[config.mk]
export PLATFORM = sky130hd
export DESIGN_NAME = mdu_issue_ctrl
export DESIGN_NICKNAME = d
export VERILOG_FILES = /design/src/rtl/mdu_pkg.sv /design/src/rtl/mdu_latency_counter.sv /design/src/rtl/mdu_issue_ctrl.sv
export SDC_FILE = /design/constraint.sdc
export NUM_CORES = 1
export LEC_CHECK = 0
export CAP_MARGIN = 20
export CORE_AREA = 8 8 45 47
export DETAILED_ROUTE_END_ITERATION = 10
export DIE_AREA = 0 0 53 55
export PLACE_DENSITY_LB_ADDON = 0.12
export SETUP_SLACK_MARGIN = 0.05
export SLEW_MARGIN = 20
export SYNTH_ARGS = -nofsm -noshare
export SYNTH_HDL_FRONTEND = slang
export SYNTH_SLANG_ARGS = --single-unit
[constraint.sdc]
create_clock -name clk -period 3.1 [get_ports clk]
set_input_delay 0.31 -clock clk [delete_from_list [all_inputs] [get_ports clk]]
set_output_delay 0.31 -clock clk [all_outputs]
set_load 0.1 [all_outputs]
[src/rtl/mdu_pkg.sv]
// mdu_pkg: shared definitions for the MDU issue controller.
//   - MD op codes as carried on the E-stage op bus
//   - default MULT/DIV latencies and counter width
//   - controller state encoding
//   - op classification helpers
package mdu_pkg;

  localparam logic [3:0] MD_NONE  = 4'd0;
  localparam logic [3:0] MD_MULT  = 4'd1;
  localparam logic [3:0] MD_MULTU = 4'd2;
  localparam logic [3:0] MD_DIV   = 4'd3;
  localparam logic [3:0] MD_DIVU  = 4'd4;
  localparam logic [3:0] MD_MFHI  = 4'd5;
  localparam logic [3:0] MD_MFLO  = 4'd6;
  localparam logic [3:0] MD_MTHI  = 4'd7;
  localparam logic [3:0] MD_MTLO  = 4'd8;

  localparam int MULT_CYCLES_DEF = 5;
  localparam int DIV_CYCLES_DEF  = 10;
  localparam int CNT_W_DEF       = 4;

  typedef enum logic [0:0] {
    ST_IDLE = 1'b0,
    ST_RUN  = 1'b1
  } md_state_e;

  // True for the ops that occupy the MDU datapath (MULT, MULTU, DIV, DIVU).
  function automatic logic is_md_start(input logic [3:0] op);
    return (op >= MD_MULT) && (op <= MD_DIVU);
  endfunction

  // True for the multiply flavours; everything else that starts is a divide.
  function automatic logic is_md_mult(input logic [3:0] op);
    return (op == MD_MULT) || (op == MD_MULTU);
  endfunction

endpackage

[src/rtl/mdu_latency_counter.sv]
// mdu_latency_counter: loadable down-counter timing an MDU operation.
// Ports:
//   clk, reset  clock and asynchronous active-high reset (clears the count)
//   load        load 'value' this cycle (takes priority over en)
//   value       latency to load
//   en          decrement by one (saturates at zero)
//   last        count equals one: final cycle of the operation
module mdu_latency_counter #(
  parameter int CNT_W = 4
) (
  input  logic             clk,
  input  logic             reset,
  input  logic             load,
  input  logic [CNT_W-1:0] value,
  input  logic             en,
  output logic             last
);

  logic [CNT_W-1:0] cnt_q;
  logic [CNT_W-1:0] cnt_d;

  // Next count: load wins, otherwise decrement while enabled and nonzero.
  always_comb begin
    cnt_d = cnt_q;
    if (load) begin
      cnt_d = value;
    end else if (en && (cnt_q != {CNT_W{1'b0}})) begin
      cnt_d = cnt_q - {{(CNT_W-1){1'b0}}, 1'b1};
    end else begin
      cnt_d = cnt_q;
    end
  end

  // Count register.
  always_ff @(posedge clk or posedge reset) begin
    if (reset) begin
      cnt_q <= {CNT_W{1'b0}};
    end else begin
      cnt_q <= cnt_d;
    end
  end

  assign last = (cnt_q == {{(CNT_W-1){1'b0}}, 1'b1});

endmodule

[src/rtl/mdu_issue_ctrl.sv]
// mdu_issue_ctrl: issue/sequencing controller for the multiply-divide unit.
// Accepts E-stage MD ops, pulses the MDU start, times MULT/DIV latency,
// pulses the HI/LO commit, drives the D-stage stall and the MTHI/MTLO
// write strobes. Flushed E-stage ops never issue.
// Ports:
//   clk, reset            clock, asynchronous active-high reset
//   i_Op, i_Valid         E-stage MD op code and validity
//   i_Flush               exception/interrupt: E-stage op must not act
//   i_DIsMd               D-stage instruction is an MD op
//   o_Start, o_StartMode  start pulse and op code (1-4) for the MDU
//   o_Busy, o_Stall       MDU occupied, stall request to D stage
//   o_HiLoWe              commit MDU result to HI/LO
//   o_HiWe, o_LoWe        MTHI / MTLO write strobes
module mdu_issue_ctrl
  import mdu_pkg::*;
#(
  parameter int MULT_CYCLES = MULT_CYCLES_DEF,
  parameter int DIV_CYCLES  = DIV_CYCLES_DEF,
  parameter int CNT_W       = CNT_W_DEF
) (
  input  logic       clk,
  input  logic       reset,
  input  logic [3:0] i_Op,
  input  logic       i_Valid,
  input  logic       i_Flush,
  input  logic       i_DIsMd,
  output logic       o_Start,
  output logic [3:0] o_StartMode,
  output logic       o_Busy,
  output logic       o_Stall,
  output logic       o_HiLoWe,
  output logic       o_HiWe,
  output logic       o_LoWe
);

  localparam logic [CNT_W-1:0] MULT_LAT = CNT_W'(MULT_CYCLES);
  localparam logic [CNT_W-1:0] DIV_LAT  = CNT_W'(DIV_CYCLES);

  md_state_e        st_q;
  md_state_e        st_d;
  logic             blank_q;   // high through reset and the first cycle after it
  logic             blank_d;
  logic             act;
  logic             accept;    // E-stage op may take effect (IDLE, valid, not flushed)
  logic             iss;
  logic             running;
  logic             cnt_load;
  logic [CNT_W-1:0] cnt_value;
  logic             cnt_last;

  // Outputs stay quiet while reset is high (async) and for one cycle after.
  assign act = ~reset & ~blank_q;

  // Next-state, counter control and output decode.
  always_comb begin
    st_d        = st_q;
    blank_d     = 1'b0;
    accept      = 1'b0;
    iss         = 1'b0;
    running     = 1'b0;
    cnt_load    = 1'b0;
    cnt_value   = {CNT_W{1'b0}};
    o_Start     = 1'b0;
    o_StartMode = 4'd0;
    o_Busy      = 1'b0;
    o_Stall     = 1'b0;
    o_HiLoWe    = 1'b0;
    o_HiWe      = 1'b0;
    o_LoWe      = 1'b0;
    if (act) begin
      case (st_q)
        ST_IDLE: begin
          accept = i_Valid & ~i_Flush;
          iss    = accept & is_md_start(i_Op);
          if (iss) begin
            st_d      = ST_RUN;
            cnt_load  = 1'b1;
            cnt_value = is_md_mult(i_Op) ? MULT_LAT : DIV_LAT;
          end else begin
            st_d = ST_IDLE;
          end
        end
        ST_RUN: begin
          // E-stage ops are ignored here; a flush cannot cancel a committed op.
          running = 1'b1;
          if (cnt_last) begin
            st_d = ST_IDLE;
          end else begin
            st_d = ST_RUN;
          end
        end
        default: begin
          st_d = ST_IDLE;
        end
      endcase
    end else begin
      st_d = ST_IDLE;
    end
    o_Start     = iss;
    o_StartMode = iss ? i_Op : 4'd0;
    o_Busy      = iss | running;
    o_Stall     = i_DIsMd & (iss | running);
    o_HiLoWe    = running & cnt_last;
    o_HiWe      = accept & (i_Op == MD_MTHI);
    o_LoWe      = accept & (i_Op == MD_MTLO);
  end

  // State and post-reset blanking registers.
  always_ff @(posedge clk or posedge reset) begin
    if (reset) begin
      st_q    <= ST_IDLE;
      blank_q <= 1'b1;
    end else begin
      st_q    <= st_d;
      blank_q <= blank_d;
    end
  end

  mdu_latency_counter #(
    .CNT_W (CNT_W)
  ) u_cnt (
    .clk   (clk),
    .reset (reset),
    .load  (cnt_load),
    .value (cnt_value),
    .en    (running),
    .last  (cnt_last)
  );

endmodule

# == After elaboration in Yosys (flattened, before gate mapping) ==
# Index checks and enable logic that the tools add are counted.
# classes
addsub,1
mul,0
div_mod_pow,0
order_cmp,2
n_eq_ne,5
shift,0
muxes,19
bitwise_logic,12
n_reduce_logical,5
# op_table
operator,count
$mux 4,7
$mux 1,11
$eq 4x1->1 const B,2
$and 1x1->1,7
$eq 4x2->1 const B,1
$eq 4x3->1 const B,1
$eq 4x4->1 const B,1
$ge 4x1->1 const B,1
$le 4x3->1 const B,1
$not 1->1,4
$reduce_bool 4->1,1
$sub 4x1->4 const B,1
$logic_and 1x1->1,2
$pmux 1 s2,1
$reduce_bool 2->1,1
$logic_or 1x1->1,1
$or 1x1->1,1
# totals
reg_bits,6
latchBits,0
mem_bits_rw,0
romBits,0
in_bits,9
out_inout_bits,10
word_cells,47
n_memories,0

# == Logic depth before layout (Yosys ltp) ==
# depth
depth_word,7
depth_mapped,5

# == Cells and area by module ==
# From an unflattened synthesis, not the netlist that was laid out.
# unflattened
cells_unflattened,66
area_unflattened_um2,546.8
# modules_own_cells
mod,n_inst,cells_each,area_each_um2
mdu_latency_counter,1,30,286.5
mdu_issue_ctrl,1,36,260.2

# == Worst setup path before layout ==
# OpenSTA, ideal clock, no wires.
# synth_timing
path_type,register -> output
from,reg st_q
to,out o_LoWe
t_arrival_ns,3.674
setup_slack_ns,-0.884
path_stages_with_launch,3
path_cell_list,dfrtp_1 -> or3_1 -> nor4_1
# synth_via
elab_chain_cells,3
# synth_lines
element,line_no,source
start: declaration,mdu_issue_ctrl.sv:39,md_state_e st_q;
start signal: assignment,mdu_issue_ctrl.sv:114,st_q <= st_d;
$mux 1,mdu_issue_ctrl.sv:71,case (st_q)
$mux 1,mdu_issue_ctrl.sv:70,if (act) begin
$and 1x1->1,mdu_issue_ctrl.sv:105,o_LoWe = accept & (i_Op == MD_MTLO);
end: declaration,mdu_issue_ctrl.sv:33,output logic o_LoWe
# Every way passes these cells.

# == Final worst setup path ==
# layout_timing
from,in i_Op[0]
to,out o_StartMode[1]
# layout_via
elab_chain_cells,6
elab_cells_between_ends,7
# layout_lines
element,line_no,source
start: declaration,mdu_issue_ctrl.sv:23,"input logic [3:0] i_Op,"
$ge 4x1->1 or $le 4x3->1 (tied branches),mdu_pkg.sv:29,return (op >= MD_MULT) && (op <= MD_DIVU);
$logic_and 1x1->1 (*),mdu_pkg.sv:29,
$and 1x1->1 (*),mdu_issue_ctrl.sv:74,iss = accept & is_md_start(i_Op);
$mux 1 (*),mdu_issue_ctrl.sv:71,
$mux 1 (*),mdu_issue_ctrl.sv:70,
$mux 4 (*),mdu_issue_ctrl.sv:100,o_StartMode = iss ? i_Op : 4'd0;
end: declaration,mdu_issue_ctrl.sv:28,"output logic [3:0] o_StartMode,"
# Every way passes the cells marked *; elsewhere a longest branch is shown, timed or not.

==> results.py <==
metrics = {
    "run_status": {
        "status": "finished clean",
    },
    "yosys": {
        "yosys.cell_types.count": 35,
        "syn_avg_cell_area_um2": 8.78,
        "synth_edf_count": 0,
        "netlist.area_leader.share_pct": 23.4,
        "synth_flop_cell": "dfrtp_1",
        "synth_common_cells": "dfrtp_1, nor2_1, inv_1",
        "yosys_register_bits": 6,
        "yosys_warnings": 0,
        "synth_cells": 61,
        "async_reset_ff_share_pct": 100,
        "synthTopCellsByArea": "dfrtp_1, mux2_4, dfstp_2",
        "synth_top_area_cell": "dfrtp_1",
        "ys_seq_area_share_pct": 28.3,
        "syn_area_um2": 536,
    },
    "placement": {
        "dp_slack_ns": 0.573,
        "place_congestion": 0.828,
        "post-dp-hpwl_um": 1050,
        "io_buffer_count": 17,
        "dpl.cell_count": 93,
    },
    "critical_path": {
        "reg2reg_to": "u_cnt.cnt_q[1]",
        "criticalPathCategory": "in -> out",
        "crit_required_ns": 2.79,
        "regToRegStartpoint": "st_q",
        "crit_arrival_ns": 2.21,
        "end_kind": "output port",
        "path_max_fanout": 8,
        "rrSetupSlack_ns": 1.30,
        "ff2ff_path_depth": 4,
        "cp-start-kind": "input port",
    },
    "flow_run": {
        "cap_violations": 0,
    },
    "floorplanning": {
        "rows": 14,
        "core_um2": 1380,
        "die-height_um": 55,
        "io_pins": 19,
        "start_util_pct": 38.7,
        "die_w_um": 53,
        "dieArea_um2": 2920,
    },
    "sta": {
        "fin_hold_ws_ns": 0.347,
        "setup_violations": 0,
        "period_share_pct": 81.2,
        "setup-tns-final_ns": 0,
        "rsz0062_at_grt": "no",
        "final_hold_viol_count": 0,
        "finalCriticalPeriod_ns": 2.52,
        "worst_pin_slew_ns": 0.586,
        "postLayoutSetupSlackWorst_ns": 0.582,
        "slew_violations": 0,
        "skew_ns": 0.00625,
        "max_clock_freq_mhz": 397,
        "max-slew-margin-rel_pct": 60.6,
    },
    "clocking": {
        "path_clk_slew_ns": 0.05,
        "numCtsBuffers": 3,
        "hold_buffers": 0,
        "cts_tree": "built",
        "post-cts-setup-buffers": 0,
        "ctsLongestPathBuffers": 2,
        "clk_latency_ns": 0.24,
        "htreeDepth": 1,
        "cts_sinks": 6,
        "post_cts_resized": 0,
        "clockRootBuffer": "clkbuf_4",
    },
    "finish": {
        "n_antenna_cell": 0,
        "fin_cells": 97,
        "fillCellCount": 130,
        "nNetsFinal": 93,
        "multiInputGateArea_um2": 357,
        "areaGrowthSynthToFinish_pct": 45.6,
        "regArea_um2": 151,
        "fin_util_pct": 56.3,
        "drive_above_1_share_pct": 28.4,
    },
    "global_route": {
        "grt_pass1_vias": 467,
        "grt.overflow.total": 0,
        "grt_max_degree": 9,
        "track_usage_pct": 10.0,
        "antenna_found_initial": 0,
        "grt_pass1_wl_um": 2200,
    },
    "detailed_routing": {
        "drc": 0,
        "drt_iter0_drc": 12,
        "viasPerCell": 5.19,
        "routed_wl_um": 1280,
        "routedWlPerCell_um": 13.2,
        "drtAntennaViolNets": 0,
        "num_vias": 503,
        "drtPass1Iterations": 4,
    },
    "min_path": {
        "hold_class": "in -> async",
    },
    "pwr": {
        "irDropWorstVdd_v": 0.000228,
        "p_leak_nw": 0.309,
        "p_per_area_nw_per_um2": 332,
    },
}
## critical path, stage by stage
cell	delay (ns)
clkdlybuf4s50_1	0.52
o21ai_0	0.46
and4_1	0.50
and2_2	0.24
buf_12	0.17
## layout make-up
| type | instances | share of cell area [%] |
|---|---|---|
| well taps | 16 | 2.57 |
| multi-input cells | 50 | 45.7 |
| clock buffers | 4 | 3.37 |
| repair buffers | 17 | 27.0 |
| flip-flops and latches | 6 | 19.4 |
| inverters | 4 | 1.93 |
## metrics by stage
step | area (um^2) | power [mW]
2_1_floorplan | 542 | 0.157
4_1_cts | 779 | 0.265
6_report | 779 | 0.259
3_5_place_dp | 753 | 0.183
5_1_grt | 779 | 0.282
3_3_place_gp | 753 | 0.184
## routing by layer
metal / vias to the layer above / global-route usage (%) / part of all wire [%]
met1: 215 / 12.5 / 47
met2: 18 / 14.3 / 41
met4: 0 / 5.17 / 0.47
li1: 268 / - / -
met3: 2 / 4.55 / 12
met5: - / 0 / 0
## logic make-up after synthesis
kind of cell,count (synthesis),synth area share (%)
AO/OA/AOI/OAI,14,19.9
multiplexers,3,7.48
other,1,0.700
AND/OR/NAND/NOR,28,31.1
flip-flops,6,28.3
XOR/XNOR,1,1.64
adder cells (fa/ha/maj),2,4.67
buffers and inverters,6,6.31
## worst max path at each step
stage	slack, ns	startpoint	cells after the start	end
2_1_floorplan	-0.88	st_q	2	o_LoWe
3_3_place_gp	0.62	i_Valid	5	o_StartMode[0]
6_report	0.58	i_Op[0]	5	o_StartMode[1]
4_1_cts	0.58	i_Op[0]	5	o_StartMode[1]
3_5_place_dp	0.57	i_Valid	5	o_StartMode[1]
5_1_grt	0.42	i_Op[0]	5	o_StartMode[1]
## cell usage in the layout (no fill, tap or decap), types with 3 or more instances in the layout
master / n
inv_1: 4
buf_4: 4
nor3_1: 3
nor2_1: 4
o21ai_0: 3
buf_12: 5
clkdlybuf4s50_1: 8
clkbuf_4: 3
dfrtp_1: 5
nand3_1: 3
## flip-flops by register name, indices dropped and copies added, names as in the netlist
register and cells:
blank_q 1, st_q 1, u_cnt.cnt_q 4
## report_power, final
part	switching, mW	internal, mW	total (mW)
registers	0.00804	0.0895	0.0975
logic	0.0474	0.0389	0.0863
clock network	0.0265	0.0486	0.0752
(Power assumes the default switching activity.)
